### src/rtl/keypad_pkg.sv
// Shared types and helpers for the matrix keypad scanner.
package keypad_pkg;

  typedef enum logic [2:0] {
    ST_IDLE     = 3'd0,
    ST_SCAN     = 3'd1,
    ST_DEBOUNCE = 3'd2,
    ST_PRESSED  = 3'd3,
    ST_RELEASE  = 3'd4
  } state_t;

  function automatic int key_w(input int rows, input int cols);
    return (rows * cols > 1) ? $clog2(rows * cols) : 1;
  endfunction

  // Hex legend of the 4x4 front panel, indexed by col_idx*4 + row_idx.
  function automatic logic [3:0] key_legend(input logic [3:0] code);
    logic [3:0] leg;
    case (code)
      4'd0:    leg = 4'h1;
      4'd1:    leg = 4'h4;
      4'd2:    leg = 4'h7;
      4'd3:    leg = 4'hE;
      4'd4:    leg = 4'h2;
      4'd5:    leg = 4'h5;
      4'd6:    leg = 4'h8;
      4'd7:    leg = 4'h0;
      4'd8:    leg = 4'h3;
      4'd9:    leg = 4'h6;
      4'd10:   leg = 4'h9;
      4'd11:   leg = 4'hF;
      4'd12:   leg = 4'hA;
      4'd13:   leg = 4'hB;
      4'd14:   leg = 4'hC;
      default: leg = 4'hD;
    endcase
    return leg;
  endfunction

endpackage

### src/rtl/keypad_tick_gen.sv
// Scan-tick prescaler: one-cycle tick every TICK_DIV clocks.
module keypad_tick_gen #(
  parameter int TICK_DIV = 50000
) (
  input  logic clk,
  input  logic rst_n,
  output logic tick
);

  localparam int PW = $clog2(TICK_DIV);
  localparam logic [PW-1:0] LAST = PW'(TICK_DIV - 1);

  logic [PW-1:0] cnt;

  always_ff @(posedge clk or negedge rst_n) begin
    if (!rst_n) begin
      cnt <= '0;
    end else if (cnt == LAST) begin
      cnt <= '0;
    end else begin
      cnt <= cnt + PW'(1);
    end
  end

  assign tick = (cnt == LAST);

endmodule

### src/rtl/keypad_scan_ctrl.sv
// Matrix keypad scanner: column strobing, press/release debounce, multi-key
// rejection, auto-repeat and a valid/ready event holding register.
//
// state       | meaning
// ST_IDLE     | all columns low, waiting for any row to go low
// ST_SCAN     | one column low per tick, looking for the pressed key
// ST_DEBOUNCE | column held, counting stable single-row ticks
// ST_PRESSED  | key accepted, counting hold ticks for auto-repeat
// ST_RELEASE  | all columns low, waiting for rows idle for DEBOUNCE ticks
module keypad_scan_ctrl
  import keypad_pkg::*;
#(
  parameter int ROWS        = 4,
  parameter int COLS        = 4,
  parameter int TICK_DIV    = 50000,
  parameter int DEBOUNCE    = 4,
  parameter int REPEAT_DLY  = 500,
  parameter int REPEAT_RATE = 100,
  localparam int KW = key_w(ROWS, COLS)
) (
  input  logic            clk,
  input  logic            rst_n,
  input  logic [ROWS-1:0] row,
  output logic [COLS-1:0] col,
  output logic [KW-1:0]   key_code,
  output logic            key_rep,
  output logic            key_valid,
  input  logic            key_ready,
  output logic            key_down,
  output logic            multi_err,
  output logic            overrun
);

  localparam int CW    = (COLS > 1) ? $clog2(COLS) : 1;
  localparam int RW    = (ROWS > 1) ? $clog2(ROWS) : 1;
  localparam int DW    = $clog2(DEBOUNCE + 1);
  localparam int RPMAX = (REPEAT_DLY > REPEAT_RATE) ? REPEAT_DLY : REPEAT_RATE;
  localparam int PW    = (RPMAX > 0) ? $clog2(RPMAX + 1) : 1;

  localparam logic [ROWS-1:0] ALL_HI   = '1;
  localparam logic [CW-1:0]   COL_LAST = CW'(COLS - 1);
  localparam logic [DW-1:0]   DEB_LD   = DW'(DEBOUNCE);
  localparam logic [PW-1:0]   DLY_LD   = PW'(REPEAT_DLY);
  localparam logic [PW-1:0]   RATE_LD  = PW'(REPEAT_RATE);

  logic            tick;
  logic [ROWS-1:0] row_meta, row_sync;
  int              n_low;
  logic [RW-1:0]   low_idx;

  state_t          state_q, state_d;
  logic [CW-1:0]   col_idx_q, col_idx_d;
  logic [ROWS-1:0] row_pat_q, row_pat_d;
  logic [RW-1:0]   row_idx_q, row_idx_d;
  logic [DW-1:0]   deb_q, deb_d;
  logic [PW-1:0]   rep_q, rep_d;
  logic            ev_fire, ev_rep, multi_hit;
  logic [KW-1:0]   ev_code;

  keypad_tick_gen #(.TICK_DIV(TICK_DIV)) u_tick (
    .clk   (clk),
    .rst_n (rst_n),
    .tick  (tick)
  );

  // Rows idle high, so the synchronizer resets to the released pattern.
  always_ff @(posedge clk or negedge rst_n) begin
    if (!rst_n) begin
      row_meta <= '1;
      row_sync <= '1;
    end else begin
      row_meta <= row;
      row_sync <= row_meta;
    end
  end

  always_comb begin
    n_low   = 0;
    low_idx = '0;
    for (int i = 0; i < ROWS; i++) begin
      if (!row_sync[i]) begin
        n_low   = n_low + 1;
        low_idx = RW'(i);
      end
    end
  end

  always_ff @(posedge clk or negedge rst_n) begin
    if (!rst_n) begin
      state_q   <= ST_IDLE;
      col_idx_q <= '0;
      row_pat_q <= '1;
      row_idx_q <= '0;
      deb_q     <= '0;
      rep_q     <= '0;
    end else begin
      state_q   <= state_d;
      col_idx_q <= col_idx_d;
      row_pat_q <= row_pat_d;
      row_idx_q <= row_idx_d;
      deb_q     <= deb_d;
      rep_q     <= rep_d;
    end
  end

  // deb_q and rep_q count down the ticks still needed; a zero repeat
  // counter stays at zero, which is how REPEAT_DLY/RATE = 0 disable repeat.
  always_comb begin
    state_d   = state_q;
    col_idx_d = col_idx_q;
    row_pat_d = row_pat_q;
    row_idx_d = row_idx_q;
    deb_d     = deb_q;
    rep_d     = rep_q;
    ev_fire   = 1'b0;
    ev_rep    = 1'b0;
    multi_hit = 1'b0;
    if (tick) begin
      case (state_q)
        ST_IDLE: begin
          if (row_sync != ALL_HI) begin
            state_d   = ST_SCAN;
            col_idx_d = '0;
          end
        end
        ST_SCAN: begin
          if (n_low == 1) begin
            row_pat_d = row_sync;
            row_idx_d = low_idx;
            deb_d     = DEB_LD - DW'(1);
            state_d   = ST_DEBOUNCE;
          end else if (n_low > 1) begin
            multi_hit = 1'b1;
            deb_d     = DEB_LD;
            state_d   = ST_RELEASE;
          end else if (col_idx_q == COL_LAST) begin
            state_d = ST_IDLE;
          end else begin
            col_idx_d = col_idx_q + CW'(1);
          end
        end
        ST_DEBOUNCE: begin
          if (row_sync == row_pat_q) begin
            if (deb_q <= DW'(1)) begin
              ev_fire = 1'b1;
              rep_d   = DLY_LD;
              state_d = ST_PRESSED;
            end else begin
              deb_d = deb_q - DW'(1);
            end
          end else begin
            multi_hit = (n_low > 1);
            deb_d     = DEB_LD;
            state_d   = ST_RELEASE;
          end
        end
        ST_PRESSED: begin
          if (row_sync == row_pat_q) begin
            if (rep_q == PW'(1)) begin
              ev_fire = 1'b1;
              ev_rep  = 1'b1;
              rep_d   = RATE_LD;
            end else if (rep_q != '0) begin
              rep_d = rep_q - PW'(1);
            end
          end else begin
            deb_d   = DEB_LD;
            state_d = ST_RELEASE;
          end
        end
        ST_RELEASE: begin
          if (row_sync == ALL_HI) begin
            if (deb_q <= DW'(1)) begin
              state_d = ST_IDLE;
            end else begin
              deb_d = deb_q - DW'(1);
            end
          end else begin
            deb_d = DEB_LD;
          end
        end
        default: state_d = ST_IDLE;
      endcase
    end
  end

  always_comb begin
    col = '0;
    if (state_q == ST_SCAN || state_q == ST_DEBOUNCE || state_q == ST_PRESSED) begin
      col            = '1;
      col[col_idx_q] = 1'b0;
    end
  end

  assign key_down = (state_q == ST_PRESSED);
  assign ev_code  = KW'(int'(col_idx_q) * ROWS + int'(row_idx_q));

  // A full register keeps its data; the newer event is dropped.
  always_ff @(posedge clk or negedge rst_n) begin
    if (!rst_n) begin
      key_code  <= '0;
      key_rep   <= 1'b0;
      key_valid <= 1'b0;
      multi_err <= 1'b0;
      overrun   <= 1'b0;
    end else begin
      multi_err <= multi_hit;
      overrun   <= ev_fire && key_valid && !key_ready;
      if (ev_fire && (!key_valid || key_ready)) begin
        key_code  <= ev_code;
        key_rep   <= ev_rep;
        key_valid <= 1'b1;
      end else if (key_valid && key_ready) begin
        key_valid <= 1'b0;
      end
    end
  end

endmodule

### config.mk
export PLATFORM = sky130hd
export DESIGN_NAME = keypad_scan_ctrl
export DESIGN_NICKNAME = d
export VERILOG_FILES = /design/src/rtl/keypad_pkg.sv /design/src/rtl/keypad_tick_gen.sv /design/src/rtl/keypad_scan_ctrl.sv
export SDC_FILE = /design/constraint.sdc
export NUM_CORES = 1
export LEC_CHECK = 0
export ABC_AREA = 1
export ABC_CLOCK_PERIOD_IN_PS = 3100
export CAP_MARGIN = 25
export CORE_ASPECT_RATIO = 1.1
export CORE_MARGIN = 5
export CORE_UTILIZATION = 40
export CTS_BUF_LIST = sky130_fd_sc_hd__clkbuf_16
export DETAILED_ROUTE_END_ITERATION = 10
export SLEW_MARGIN = 10
export SYNTH_ARGS = -nofsm -noshare
export SYNTH_HDL_FRONTEND = slang
export SYNTH_SLANG_ARGS = --single-unit
### constraint.sdc
create_clock -name clk -period 3.1 [get_ports clk]
set_clock_uncertainty 0.1 [all_clocks]
set_input_delay 0.465 -clock clk [delete_from_list [all_inputs] [get_ports clk]]
set_output_delay 0.465 -clock clk [all_outputs]
set_load 0.05 [all_outputs]
After elaboration in Yosys (flattened, before gate mapping) --
Index checks and enable logic that the tools add are counted.
Storage, ports and cells: logic and storage cells 126, bits of input ports 7, output and inout port bits 13, register bits after elaboration 55
Cells by class: reductions and logical operators 21, equal/unequal tests 25, muxes and demuxes 53, bitwise gates (word level) 1, $lt $le $gt $ge 4, add/sub/neg operators 8
Operator list (number):
- adder 32 x 2 -> 32 bit (second input constant) | 3
- two-way mux 32 bit | 3
- two-way mux 9 bit | 5
- two-way mux 3 bit | 14
- equality test 32 x 2 -> 1 bit (second input constant) | 1
- greater-than comparator 32 x 2 -> 1 bit (second input constant) | 1
- inequality test 2 bit (second input constant) | 9
- one-hot mux 9 bit (2 select lines) | 1
- adder 16 x 1 -> 16 bit (second input constant) | 1
- equality test 16 bit (second input constant) | 1
- two-way mux 1 bit | 16
- two-way mux 16 bit | 1
- one-hot mux 3 bit (5 select lines) | 1
- two-way mux 2 bit | 6
- one-hot mux 3 bit (4 select lines) | 1
- AND reduction 6 bit | 2
- equality test 9 x 1 -> 1 bit (second input constant) | 1
- nonzero test 9 bit | 1
- subtractor 9 x 1 -> 9 bit (second input constant) | 1
- inequality test 4 bit (second input constant) | 2
- AND reduction 7 bit | 1
- equality test 3 x 2 -> 1 bit (second input constant) | 2
- inequality test 3 bit (second input constant) | 2
- nonzero test 2 bit | 3
- 25 further kinds | 33

Depth between registers and ports, before layout --
word-level depth 12, depth in mapped cells 16, depth with buffers taken out 16

Modules after synthesis --
From an unflattened synthesis, not the netlist that was laid out.
Unflattened totals: cells, all modules 444, area, all modules 3437.0 um2
By module, submodules not included:
- keypad_scan_ctrl | cells each 324, sequential area each 991.0 um2, area each 2547.4 um2, times used 1
- keypad_tick_gen | cells each 120, sequential area each 400.4 um2, area each 889.6 um2, times used 1

Worst setup path before layout --
OpenSTA, ideal clock, no wires.
kind register to register, from register row_sync[0], to register row_pat_q[1], setup time 0.079 ns, clock period less this slack 2.285 ns, buffers on the path 1, stages on the path, launching flop included 15, data required time 2.921 ns, path slack 0.815 ns, data arrival time 2.106 ns, cell sequence dfstp_2 inv_2 ha_1 xnor2_1 ha_1 inv_1 nor2_1 nand2_1 nand2_1 nor2_4 nand2_2 nor3_4 buf_6 nand2_1 o21ai_0
Between the ends: longest elaborated chain between the ends 9
RTL lines:
- from (decl) | RTL line keypad_scan_ctrl.sv:47 | logic [ROWS-1:0] row_meta, row_sync;
- from (signal assigned) | RTL line keypad_scan_ctrl.sv:73 | row_sync <= row_meta;
- two-way mux 1 bit (*) | RTL line keypad_scan_ctrl.sv:81 | if (!row_sync[i]) begin
- adder 32 x 2 -> 32 bit | RTL line keypad_scan_ctrl.sv:82 | n_low = n_low + 1;
- two-way mux 32 bit (*) | RTL line keypad_scan_ctrl.sv:81
- adder 32 x 2 -> 32 bit | RTL line keypad_scan_ctrl.sv:82
- two-way mux 32 bit (*) | RTL line keypad_scan_ctrl.sv:81
- adder 32 x 2 -> 32 bit | RTL line keypad_scan_ctrl.sv:82
- two-way mux 32 bit (*) | RTL line keypad_scan_ctrl.sv:81
- equality test 32 x 2 -> 1 bit (*) | RTL line keypad_scan_ctrl.sv:127 | if (n_low == 1) begin
- AND reduction 3 bit (no source line) (*)
- to (signal assigned) | RTL line keypad_scan_ctrl.sv:99 | row_pat_q <= row_pat_d;
- to (decl) | RTL line keypad_scan_ctrl.sv:53 | logic [ROWS-1:0] row_pat_q, row_pat_d;
Every way passes the cells marked *; elsewhere a longest branch is shown, timed or not. A chain may end at the register's enable or synchronous reset.

Final worst setup path --
from register state_q[1], to output col[1]
Between the ends: longest elaborated chain between the ends 4, elaborated cells between the ends (all ways) 6, classes of those cells eq/ne: 3; mux: 1; reduce/logical: 2
RTL lines:
- from (decl) | RTL line keypad_scan_ctrl.sv:51 | state_t state_q, state_d;
- from (signal assigned) | RTL line keypad_scan_ctrl.sv:97 | state_q <= state_d;
- equality test 3 x 1 -> 1 bit / equality test 3 x 2 -> 1 bit (equally long branches) | RTL line keypad_scan_ctrl.sv:189 | if (state_q == ST_SCAN || state_q == ST_DEBOUNCE || state_q == ST_PRESSED) begin
- logical OR 1 bit | RTL line keypad_scan_ctrl.sv:189
- logical OR 1 bit (*) | RTL line keypad_scan_ctrl.sv:189
- two-way mux 4 bit (*) | RTL line keypad_scan_ctrl.sv:189
- to (decl) | RTL line keypad_scan_ctrl.sv:24 | output logic [COLS-1:0] col,
Marks and branches as above.

==> metrics.yaml <==
outcome:
  status: "completed"
logic_synthesis:
  synth_seq_cells: 55
  syn_inst: 429
  yosysWarnings: 0
  synth_top_area_cell: "dfrtp_1"
  syn_area_sq_um: 3400
  ys_types: 39
  yosysTopAreaCellShare_pct: 31.6
  async_flop_share_pct: 100
  syn_avg_cell_area_sq_um: 7.93
  synth_ff_type: "dfrtp_1"
  synthTopCellsByArea: "dfrtp_1 32%, nand2_1 13%, dfstp_2 9.3%"
  syn_nets: 448
  synth_edf_count: 0
  synth-seq-area-share_pct: 40.9
floorplan:
  start_util_pct: 40.9
  io_pins: 20
  core_region_area_sq_um: 8320
  die_w_microns: 97.9
  die_h_microns: 107
  core.rowCount: 35
  die_area_sq_um: 10400
sta:
  hold_viol: 0
  rsz0062_at_grt: "no"
  slew_headroom_pct: 59.6
  timing.hold.ws_ps: 40.8
  worstMarginPinSlew_ps: 600
  timing.final.crit_period_ps: 2560
  setup_viol_count_final: 0
  worst_slack_ps: 545
  tns_ps: 0
  slew_violations: 0
  max_freq_ghz: 0.391
  timing.final.crit_share_pct: 82.4
setup_path:
  endpoint: "col[1]"
  end_kind: "output port"
  crit_arrival_ps: 1990
  critPathLaunch: "state_q[1]"
  r2r_setup_slack_ps: 560
  r2r-start: "row_sync[0]"
  required_ps: 2530
  crit_fanout: 5
  worstReg2RegEnd: "row_pat_q[3]"
  reg2reg_depth: 12
  crit_type: "flop to output port"
  start_kind: "flop"
route:
  ant_nets: 0
  drt_iter0_drc: 105
  routed_wl_microns: 7090
  drc_errors: 0
  detail_route.wl_per_cell_microns: 12.6
  vias: 2743
  first_pass_iters: 4
  vias_per_cell: 4.86
clocking:
  cts_root_buf: "clkbuf_16"
  htreeDepth: 2
  cts_hold_buf: 0
  clk_pin_slew_ps: 80
  cts_tree: "built"
  cts_resized: 0
  clock-sinks: 55
  clockBufferDepth: 2
  cts_made_buffers: 5
  clk_latency_ps: 290
  post-cts-setup-buffers: 0
placement:
  port_buffers: 19
  pre_cts_slack_ps: 555
  placed_cell_area_sq_um: 3690
  gp_congestion: 0.877
  dp_hpwl_microns: 5340
global_routing:
  antenna_found_initial: 0
  grt_max_degree: 21
  first_global_vias: 2732
  grt_pass1_wl_microns: 12500
  gr-total-overflow: 0
  grt_usage_pct: 14.3
final_layout:
  drive_gt1_share_pct: 14.6
  final_nets: 471
  antenna-diode-count: 0
  nFillCells: 823
  final_common_cell: "nand2_1"
  stdcell_area_sq_um: 3840
  final_cell_mix: "118 x nand2_1, 46 x inv_1, 43 x dfrtp_1"
  area_delta_synth_final_pct: 13.0
  final_util_pct: 46.2
power_and_ir_drop:
  power.leakage_nw: 1.94
  cellPowerDensity_nw_per_um2: 361
  worst_ir_drop_vdd_uv: 288
hold_path:
  hold_path_class: "primary input to async pin"
flow_run:
  cap_violations: 0
## cells in the mapped netlist (all sizes together), types with 2 or more instances
cell / instances
ha: 12
nand4: 14
o21ai: 23
xor2: 11
nand3: 43
o211ai: 3
a21oi: 6
nor3b: 3
dfrtp: 43
nand2: 129
inv: 55
buf: 5
dfstp: 12
nor2: 51
or2: 2
xnor2: 2
nor4: 3
nor3: 5
## critical path: stages, from the launching register on
cell             delay (ps)
dfrtp_1                 480
nor2_1                  120
nor2_1                   90
inv_1                    90
nor2_1                  110
clkdlybuf4s50_1         810
## state kept, by name, summed over array words and instances (netlist names)
register / cells
u_tick.cnt: 16
rep_q: 9
key_code: 4
row_meta: 4
row_pat_q: 4
row_sync: 4
deb_q: 3
state_q: 3
col_idx_q: 2
row_idx_q: 2
key_rep: 1
key_valid: 1
multi_err: 1
overrun: 1
## final cells by class
| class | count | area [sq um] | area share [%] |
|---|---|---|---|
| inverter | 56 | 214 | 5.57 |
| sequential | 55 | 1390 | 36.2 |
| timing repair buffer | 21 | 200 | 5.21 |
| clock inverter | 3 | 23.8 | 0.618 |
| multi-input combinational | 313 | 1750 | 45.5 |
| clock buffer | 5 | 125 | 3.26 |
| tap | 111 | 139 | 3.61 |
## power breakdown
group	switching [W]	leakage (nW)	internal, W	total (W)
logic	0.0000531	1.16	0.0000270	0.0000802
registers	0.00000693	0.712	0.000727	0.000734
clock network	0.000271	0.0664	0.000303	0.000575
## worst min path at each step
stage                      from           end  slack [ps]
floorplan                 rst_n  col_idx_q[0]          70
global placement    row_meta[2]   row_sync[2]         250
detailed placement  row_meta[3]   row_sync[3]         250
CTS                       rst_n      deb_q[0]          60
global route              rst_n     multi_err          80
finish                    rst_n      deb_q[0]          40
## metrics by stage
stage	std cells	total power (W)
3_5_place_dp	556	0.000829
3_3_place_gp	556	0.000828
5_1_grt	564	0.00145
4_1_cts	564	0.00141
2_1_floorplan	429	0.000797
6_report	564	0.00139
## cell families after synthesis
kind of cell | Yosys count | share of synthesized area, %
AND/OR/NAND/NOR | 252 | 37.0
adder cells (fa/ha/maj) | 12 | 4.41
XOR/XNOR | 13 | 3.57
flip-flops | 55 | 40.9
buffers and inverters | 61 | 7.62
AO/OA/AOI/OAI | 36 | 6.51
## per-layer routing
layer / wire length [microns] / GRT usage [%]
met4: 150 / 4.65
met5: 0 / 0
met1: 3330 / 17.9
met2: 3340 / 25.0
met3: 267 / 2.21
Note: power is estimated with default switching activity, not from simulation.
